<file path="config.mk">
export PLATFORM = sky130hd
export DESIGN_NAME = manchester_rx_deframer
export DESIGN_NICKNAME = d
export VERILOG_FILES = /design/src/rtl/manchester_rx_pkg.sv /design/src/rtl/manchester_rx_deframer_sipo.sv /design/src/rtl/manchester_rx_deframer.sv
export SDC_FILE = /design/constraint.sdc
export NUM_CORES = 1
export LEC_CHECK = 0
export BUFFER_PORTS_ARGS = -buffer_cell sky130_fd_sc_hd__buf_2
export CAP_MARGIN = 20
export CORE_MARGIN = 1.5
export CORE_UTILIZATION = 57
export DETAILED_ROUTE_END_ITERATION = 12
export PLACE_DENSITY_LB_ADDON = 0.15
export SLEW_MARGIN = 10
export SYNTH_ARGS = -nofsm -noshare
export SYNTH_HDL_FRONTEND = slang
export SYNTH_HIERARCHICAL = 1
export SYNTH_SLANG_ARGS = --single-unit
export TNS_END_PERCENT = 30
</file>
<file path="constraint.sdc">
create_clock -name clk -period 2.8 [get_ports clk]
set_clock_uncertainty 0.2 [all_clocks]
set_input_delay 0.7 -clock clk [delete_from_list [all_inputs] [get_ports clk]]
set_output_delay 0.7 -clock clk [all_outputs]
set_load 0.01 [all_outputs]
</file>
<file path="src/rtl/manchester_rx_pkg.sv">
`default_nettype none
// ============================================================================
//  Module      : manchester_rx_pkg
//  Description : Shared types and constants for the Manchester receive
//                deframer: FSM state encoding, line-symbol codes and the
//                bit-counter width helper.
//  Revision    : 1.0 - initial release
// ============================================================================
package manchester_rx_pkg;

    // Receiver FSM states, explicitly 2 bits wide.
    typedef enum logic [1:0] {
        IDLE     = 2'd0,
        START_H2 = 2'd1,
        H1       = 2'd2,
        H2       = 2'd3
    } state_t;

    // Default code-word width and the matching bit-counter width.
    localparam int WORD_W_DEF = 32;
    localparam int CNT_W      = $clog2(WORD_W_DEF + 1);

    // Half-sample pairs {first, second} that form a legal symbol.
    localparam logic [1:0] SYM_ONE  = 2'b10;
    localparam logic [1:0] SYM_ZERO = 2'b01;

    // Counter width able to hold the value w (0..w inclusive).
    function automatic int cnt_width(input int w);
        return $clog2(w + 1);
    endfunction

endpackage : manchester_rx_pkg
`default_nettype wire

</file>
<file path="src/rtl/manchester_rx_deframer_sipo.sv">
`default_nettype none
// ============================================================================
//  Module      : rx_sipo
//  Description : WORD_W-bit serial-in shift register for decoded data bits.
//                o_next is the register value after the pending shift, so
//                the caller can capture a completed word in the same cycle
//                the final bit arrives.
//  Ports       : clk, rst      - clock, async active-high reset
//                i_shift       - shift i_bit in this cycle
//                i_clear       - clear the register (wins over i_shift)
//                i_bit         - decoded data bit
//                o_next        - value the register takes at this edge
//  Revision    : 1.0 - initial release
// ============================================================================
module rx_sipo
    import manchester_rx_pkg::*;
#(
    parameter int WORD_W    = 32,
    parameter int LSB_FIRST = 1
) (
    input  logic              clk,
    input  logic              rst,
    input  logic              i_shift,
    input  logic              i_clear,
    input  logic              i_bit,
    output logic [WORD_W-1:0] o_next
);

    logic [WORD_W-1:0] r_shreg;
    logic [WORD_W-1:0] w_shifted;

    // LSB-first: new bits enter at the top and walk down, so the first bit
    // received ends up in bit 0 after WORD_W shifts.
    generate
        if (LSB_FIRST != 0) begin : g_lsb_first
            assign w_shifted = {i_bit, r_shreg[WORD_W-1:1]};
        end else begin : g_msb_first
            assign w_shifted = {r_shreg[WORD_W-2:0], i_bit};
        end
    endgenerate

    assign o_next = i_clear ? '0 : (i_shift ? w_shifted : r_shreg);

    always_ff @(posedge clk or posedge rst) begin
        if (rst) begin
            r_shreg <= '0;
        end else begin
            r_shreg <= o_next;
        end
    end

endmodule : rx_sipo
`default_nettype wire

</file>
<file path="src/rtl/manchester_rx_deframer.sv">
`default_nettype none
// ============================================================================
//  Module      : manchester_rx_deframer
//  Description : Manchester line receiver at two samples per bit. Locks onto
//                a start bit (rising edge from an idle-low line), decodes
//                WORD_W data bits and presents each word with a one-cycle
//                valid strobe; any illegal half-sample pair aborts the frame
//                with a one-cycle err strobe.
//  Ports       : clk    - system clock, one half-bit sample per edge
//                rst    - async active-high reset
//                din    - Manchester line, synchronous to clk
//                data_o - last successfully decoded word
//                valid  - one-cycle pulse, data_o updated this cycle
//                err    - one-cycle pulse, invalid symbol / frame aborted
//                busy   - frame in progress (state other than IDLE)
//  Revision    : 1.0 - initial release
// ============================================================================
module manchester_rx_deframer
    import manchester_rx_pkg::*;
#(
    parameter int WORD_W    = 32,
    parameter int LSB_FIRST = 1
) (
    input  logic              clk,
    input  logic              rst,
    input  logic              din,
    output logic [WORD_W-1:0] data_o,
    output logic              valid,
    output logic              err,
    output logic              busy
);

    localparam int                 c_cnt_w    = cnt_width(WORD_W);
    localparam logic [c_cnt_w-1:0] c_last_idx = c_cnt_w'(WORD_W - 1);
    localparam logic [c_cnt_w-1:0] c_one      = c_cnt_w'(1);

    state_t               r_state;
    state_t               w_state_nxt;
    logic                 r_prev;
    logic                 r_first;
    logic [c_cnt_w-1:0]   r_cnt;
    logic [c_cnt_w-1:0]   w_cnt_nxt;
    logic [1:0]           w_pair;
    logic                 w_shift;
    logic                 w_clear;
    logic                 w_load;
    logic                 w_err;
    logic [WORD_W-1:0]    w_word_nxt;

    assign w_pair = {r_first, din};

    rx_sipo #(
        .WORD_W    (WORD_W),
        .LSB_FIRST (LSB_FIRST)
    ) u_sipo (
        .clk     (clk),
        .rst     (rst),
        .i_shift (w_shift),
        .i_clear (w_clear),
        .i_bit   (r_first),
        .o_next  (w_word_nxt)
    );

    always_comb begin
        w_state_nxt = r_state;
        w_cnt_nxt   = r_cnt;
        w_shift     = 1'b0;
        w_clear     = 1'b0;
        w_load      = 1'b0;
        w_err       = 1'b0;
        case (r_state)
            IDLE: begin
                // r_prev tracks the line in every state, so a frame ending
                // on a high half-sample hides an immediately following
                // start edge.
                if (!r_prev && din) begin
                    w_state_nxt = START_H2;
                end
            end
            START_H2: begin
                if (din) begin
                    w_err       = 1'b1;
                    w_state_nxt = IDLE;
                end else begin
                    w_state_nxt = H1;
                end
            end
            H1: begin
                w_state_nxt = H2;
            end
            H2: begin
                if (w_pair == SYM_ONE || w_pair == SYM_ZERO) begin
                    // Decoded bit equals the first half-sample.
                    w_shift = 1'b1;
                    if (r_cnt == c_last_idx) begin
                        w_load      = 1'b1;
                        w_cnt_nxt   = '0;
                        w_state_nxt = IDLE;
                    end else begin
                        w_cnt_nxt   = r_cnt + c_one;
                        w_state_nxt = H1;
                    end
                end else begin
                    w_err       = 1'b1;
                    w_clear     = 1'b1;
                    w_cnt_nxt   = '0;
                    w_state_nxt = IDLE;
                end
            end
            default: begin
                w_state_nxt = IDLE;
            end
        endcase
    end

    always_ff @(posedge clk or posedge rst) begin
        if (rst) begin
            r_state <= IDLE;
            r_prev  <= 1'b0;
            r_first <= 1'b0;
            r_cnt   <= '0;
            data_o  <= '0;
            valid   <= 1'b0;
            err     <= 1'b0;
        end else begin
            r_state <= w_state_nxt;
            r_prev  <= din;
            r_cnt   <= w_cnt_nxt;
            valid   <= w_load;
            err     <= w_err;
            if (r_state == H1) begin
                r_first <= din;
            end
            if (w_load) begin
                data_o <= w_word_nxt;
            end
        end
    end

    assign busy = (r_state != IDLE);

endmodule : manchester_rx_deframer
`default_nettype wire

</file>
==> results.tsv, run 1 <==
stage	metric	value	unit
run_status	outcome	finished clean	
floorplan	boundaryPins	38	
global_route	grt_pass1_vias	1826	
placement	place_inst	340	
clocking	cts_tree	built	
global_route	grt_use_total	19.9	%
placement	hpwl	3490	µm
clocking	postCtsHoldBufs	0	
pwr	power_switching	0.820	mW
clocking	clock_sinks	76	
timing	slew_headroom	66.3	%
clocking	cts.reportedPaths.clkPinSlew	70	ps
pwr	peakVddDrop	508	µV
timing	finalWorstSetupSlack	398	ps
critical_path	cp_data_arrival_time	2430	ps
floorplan	fp.coreArea	5200	µm²
pwr	seq_power_share	48.8	%
pwr	total_power	2.63	mW
synthesis	yosysWarnings	6	
critical_path	end_kind	flop	
timing	min_period	2400	ps
timing	setup_viol	0	
run	max_cap_viol_count	0	
clocking	numCtsBuffers	9	
routing	ant_nets	0	
clocking	htreeDepth	3	
synthesis	synthCells	237	
cells_and_area	nets	285	
synthesis	syn_area_per_cell	13.3	µm²
routing	wl_met3	216	µm
hold_path	min_path_type	primary input to async pin	
cells_and_area	layout.cells.non_filler	355	
critical_path	cp.required	2820	ps
routing	wl	5340	µm
placement	place.port_buffers	37	
cells_and_area	area_growth	13.1	%
synthesis	netlist_area	3150	µm²
clocking	clock-root-buffer	clkbuf_8	
routing	num_vias	1885	
clocking	clk_latency	350	ps
pwr	powerDensity	739	nW/µm²
floorplan	design.die.area	5980	µm²
pwr	swShare	31.2	%
cells_and_area	diodes	0	
critical_path	cp_max_fo	12	
critical_path	path_class	flop to flop	
timing	rsz0062_at_grt	no	
timing	fmax	0.416	GHz
floorplan	die_y	77.4	µm
timing	fin_crit_sh	85.8	%
pwr	p_int	1.81	mW
global_route	antenna_found_initial	0	
floorplan	die_w	77.4	µm
cells_and_area	drive_gt1_share	33.3	%
synthesis	yosysSeqAreaShare	60.3	%
clocking	cts_resized	0	
routing	routedLengthMet1	2500	µm
pwr	combPwrFrac	20.7	%
routing	drt_iter0_markers	50	
critical_path	crit_path_start_kind	flop	
floorplan	floorplan.initialDensity	60.6	%
synthesis	synth_seq_cells	76	
synthesis	synthDistinctLibCells	32	
clocking	cts_buffer_depth	2	
placement	place_congestion	0.768	
floorplan	row_count	26	
pwr	clkPwrFrac	30.4	%
global_route	grt_overflow_total	0	
clocking	cts_setup_buffers	0	
global_route	grt_max_degree	33	
pwr	p_leak	1.85	nW
routing	vias_per_cell	5.31	
global_route	grt_pass1_wl	8970	µm
routing	drt_pass1_iterations	4	
timing	worst_pin_slew	503	ps
routing	met2_wirelength	2570	µm
routing	top_layer_used	met4	
routing	drc	0	
timing	final_max_slew_viol_count	0	
timing	finalHoldViolCount	0	
synthesis	syn-num-nets	241	
routing	avgRoutedWirePerCell	15.0	µm
timing	setup_tns	0	ps
placement	pre_cts_ws	112	ps
==> power groups by stage <==
stage	Combinational (mW)	Clock [mW]	Sequential (mW)
finish	0.546	0.801	1.29
global route	0.603	0.862	1.30
CTS	0.554	0.824	1.28
detailed placement	0.552	0	1.30
global placement	0.538	0	1.31
floorplan	0.515	0	1.26
==> sequential cells by signal (all words and copies together) (netlist names) <==
register / flops
data_o: 32
valid: 1
r_cnt: 6
u_sipo/r_shreg: 32
r_first: 1
r_prev: 1
err: 1
r_state: 2
==> cells by family (layout without fill, tap and decap cells) <==
| kind of cell | Yosys count | in the layout | synth area share, % |
|---|---|---|---|
| adder cells (fa/ha/maj) | 1 | 1 | 0.397 |
| AND/OR/NAND/NOR | 61 | 61 | 9.01 |
| flip-flops | 76 | 76 | 60.3 |
| AO/OA/AOI/OAI | 13 | 13 | 2.74 |
| multiplexers | 65 | 65 | 21.9 |
| buffers and inverters | 18 | 66 | 4.76 |
| XOR/XNOR | 3 | 3 | 0.834 |
==> critical path: stages (launching register included) <==
cell	delay (ps)
dfrtp_1	460
xor2_1	420
nand2_1	200
inv_1	160
buf_4	250
mux2i_1	210
nor2_1	70
mux2_1	310
==> synthesized netlist by cell type <==
cell type	n	share of area (%)
and3b_1	1	0.28
nand3_1	4	0.64
buf_12	3	1.9
o311ai_0	1	0.28
nor4_4	1	0.67
dfrtp_1	76	60
and2_1	2	0.40
o2111ai_1	2	0.56
ha_1	1	0.40
buf_6	4	1.4
o31ai_1	1	0.24
or3_1	1	0.20
xor2_1	1	0.28
nand3b_1	1	0.24
nand2_1	9	1.1
nand2b_1	2	0.40
nor2b_1	1	0.20
a21oi_1	2	0.32
or4_1	1	0.24
clkbuf_1	5	0.60
o2bb2ai_1	1	0.28
o21ai_0	5	0.79
nor2_1	36	4.3
xnor2_1	2	0.56
or2_2	1	0.20
buf_4	1	0.24
nand4_1	1	0.20
mux2_2	31	11
mux2_1	1	0.36
mux2i_1	33	10
o221ai_1	1	0.28
inv_1	5	0.60
==> layout make-up <==
type | instances | area, µm²
Clock buffer | 9 | 124
Fill cell | 415 | 1640
Sequential cell | 76 | 1900
Timing Repair Buffer | 46 | 265
Tap cell | 70 | 87.6
Inverter | 5 | 18.8
Multi-Input combinational cell | 143 | 1100
Clock inverter | 6 | 63.8
==> per-stage QoR <==
stage | area (µm²) | utilization [%] | hold slack, ps
after global routing | 3560 | 68.5 | 120
after floorplan | 3150 | - | 276
final | 3560 | 68.5 | 119
after global placement | 3380 | 64.9 | 275
after detailed placement | 3380 | 64.9 | 289
after CTS | 3560 | 68.5 | 114
==> metal layers <==
layer	vias to the layer above	track usage, %
met5	-	0
met4	0	7.64
met3	5	6.71
met2	39	30.9
met1	937	26.2
li1	904	-
==> path summary, 6_finish.rpt <==
kind,cells after the start,endpoint,slack (ps),start
worst max-delay path,7,data_o[11],400,r_first
worst min-delay path,2,data_o[2],120,rst
worst max register to register,7,data_o[11],400,r_first
worst min register to register,1,data_o[13],300,data_o[13]
max in group asynchronous,3,data_o[13],1700,rst
min in group clk,1,data_o[13],300,data_o[13]
==> layout by cell type (no fill, tap or decap), types with 4 or more instances in the layout <==
master,Yosys,final
clkbuf_8,0,9
mux2_2,31,31
o21ai_0,5,5
nor2_1,36,35
dfrtp_1,76,76
buf_4,1,8
nand2_1,9,9
inv_1,5,4
mux2i_1,33,33
nand3_1,4,4
buf_2,0,37
Power figures use the tool's default switching activity.
==> run 2: changes to the inputs <==
--- a/config.mk
+++ b/config.mk
@@ -8,7 +8,7 @@
 export BUFFER_PORTS_ARGS = -buffer_cell sky130_fd_sc_hd__buf_2
 export CAP_MARGIN = 20
 export CORE_MARGIN = 1.5
-export CORE_UTILIZATION = 57
+export CORE_UTILIZATION = 52
 export DETAILED_ROUTE_END_ITERATION = 12
 export PLACE_DENSITY_LB_ADDON = 0.15
 export SLEW_MARGIN = 10
==> run 2 against run 1 <==
- first-iteration DRC count rose by 140%
- die area increased by 9.2%
- design area shrank 0.14%
- largest power group unchanged
- routed wire length down 2.5%
- global-route usage shrank 2.0 points
==> results.tsv, run 2 (same netlist as run 1, synthesis figures left out) <==
stage	metric	value	unit
run_status	outcome	finished clean	
clocking	cts_setup_buffers	0	
global_route	grt_max_degree	33	
timing	setup_viol	0	
clocking	clock_sinks	76	
cells_and_area	largestRegisters	data_o x32, u_sipo/r_shreg x32, r_cnt x6	
pwr	p_leak	1.85	nW
critical_path	r2r_slack	500	ps
critical_path	critPathSlowestCell	dfrtp_1	
run	max_cap_viol_count	0	
routing	drt_iter0_markers	119	
critical_path	cpPeakStageDelay	450	ps
routing	ant_nets	0	
hold_path	min_path_type	primary input to async pin	
critical_path	path_class	flop to flop	
critical_path	path_buf_inv	2	
floorplan	row_count	28	
clocking	clk_latency	340	ps
timing	fin_crit_sh	82.1	%
global_route	grt_pass1_wl	8710	µm
global_route	grt_pass1_vias	1763	
timing	finalHoldViolCount	0	
global_route	grt_overflow_total	0	
global_route	antenna_found_initial	0	
floorplan	die_y	80.9	µm
pwr	powerDensity	737	nW/µm²
clocking	cts_tree	built	
timing	final_max_slew_viol_count	0	
critical_path	crit_path_start_kind	flop	
routing	routedLengthMet1	2600	µm
routing	num_vias	1874	
pwr	total_power	2.62	mW
placement	place.port_buffers	37	
floorplan	boundaryPins	38	
routing	wl_met3	159	µm
placement	place_inst	344	
clocking	cts_buffer_depth	2	
placement	hpwl	3410	µm
routing	met2_wirelength	2350	µm
timing	hold_slack	140	ps
cells_and_area	nets	284	
routing	drt_pass1_iterations	5	
critical_path	cp_max_fo	32	
cells_and_area	layout.cells.non_filler	359	
routing	drc	0	
timing	setup_tns	0	ps
critical_path	cp_data_arrival_time	2320	ps
critical_path	crit_chain	xor2_1 > nand2_1 > inv_1 > buf_12 > mux2i_1 > nor2_1 > mux2_1	
cells_and_area	diodes	0	
routing	avgRoutedWirePerCell	14.5	µm
floorplan	floorplan.initialDensity	53.6	%
clocking	numCtsBuffers	9	
clocking	htreeDepth	3	
critical_path	crit_family	multiplexers	
timing	rsz0062_at_grt	no	
timing	fmax	0.435	GHz
cells_and_area	drive_gt1_share	32.0	%
cells_and_area	area_growth	12.9	%
floorplan	design.die.area	6540	µm²
cells_and_area	final_area	3560	µm²
cells_and_area	mostFrequentLayoutCells	76 x dfrtp_1, 37 x buf_2, 35 x nor2_1	
critical_path	end_kind	flop	
pwr	peakVddDrop	430	µV
timing	worst_pin_slew	561	ps
routing	top_layer_used	met4	
floorplan	fp.coreArea	5890	µm²
critical_path	crit_start	r_first	
critical_path	r2r_start	r_first	
clocking	cts_resized	0	
timing	slew_headroom	62.3	%
floorplan	die_w	80.9	µm
clocking	postCtsHoldBufs	0	
routing	wl	5200	µm
clocking	cts.reportedPaths.clkPinSlew	80	ps
placement	place_congestion	0.822	
routing	vias_per_cell	5.22	
timing	min_period	2300	ps
placement	dpl_cell_area	3370	µm²
cells_and_area	layout_commonest_cell	dfrtp_1	
global_route	grt_use_total	17.9	%
clocking	clock-root-buffer	clkbuf_8	
critical_path	cp.required	2820	ps
-- run 2: cell count changes in the layout (fill, tap and decap cells not counted), sizes merged --
cell / before / now
clkbuf: 9 / 13
clkinvlp: 2 / 0
buf: 46 / 45
clkinv: 3 / 2
inv: 5 / 4
-- run 2: metal layers --
| layer | vias to the layer above | GRT usage [%] |
|---|---|---|
| met1 | 917 | 26.3 |
| met3 | 8 | 3.93 |
| met2 | 35 | 25.1 |
| met5 | - | 0 |
| li1 | 914 | - |
| met4 | 0 | 8.79 |
-- run 2: path summary, 6_finish.rpt --
path	cells after the start	endpoint
setup / recovery	7	data_o[11]
hold / removal	2	data_o[3]
setup reg to reg	7	data_o[11]
hold reg to reg	1	data_o[8]
max in group asynchronous	3	r_first
min in group clk	1	data_o[8]
-- run 2: power breakdown --
| group | internal (mW) | total, mW | switching, mW |
|---|---|---|---|
| logic | 0.215 | 0.536 | 0.321 |
| registers | 1.19 | 1.29 | 0.0992 |
| clock network | 0.432 | 0.800 | 0.369 |
| total | 1.83 | 2.62 | 0.789 |
-- run 2: layout make-up --
cell class | count | area, µm²
fill | 490 | 2330
multi-input combinational | 143 | 1100
sequential | 76 | 1900
tap | 75 | 93.8
clock inverter | 2 | 35.0
clock buffer | 13 | 149
timing repair buffer | 45 | 258
inverter | 5 | 18.8
-- run 2: per-stage QoR --
| step | setup WS [ps] | util (%) |
|---|---|---|
| after floorplan | 364 | - |
| after global placement | 229 | 57.3 |
| after detailed placement | 164 | 57.3 |
| after CTS | 495 | 60.5 |
| after global routing | 275 | 60.5 |
| final | 501 | 60.5 |
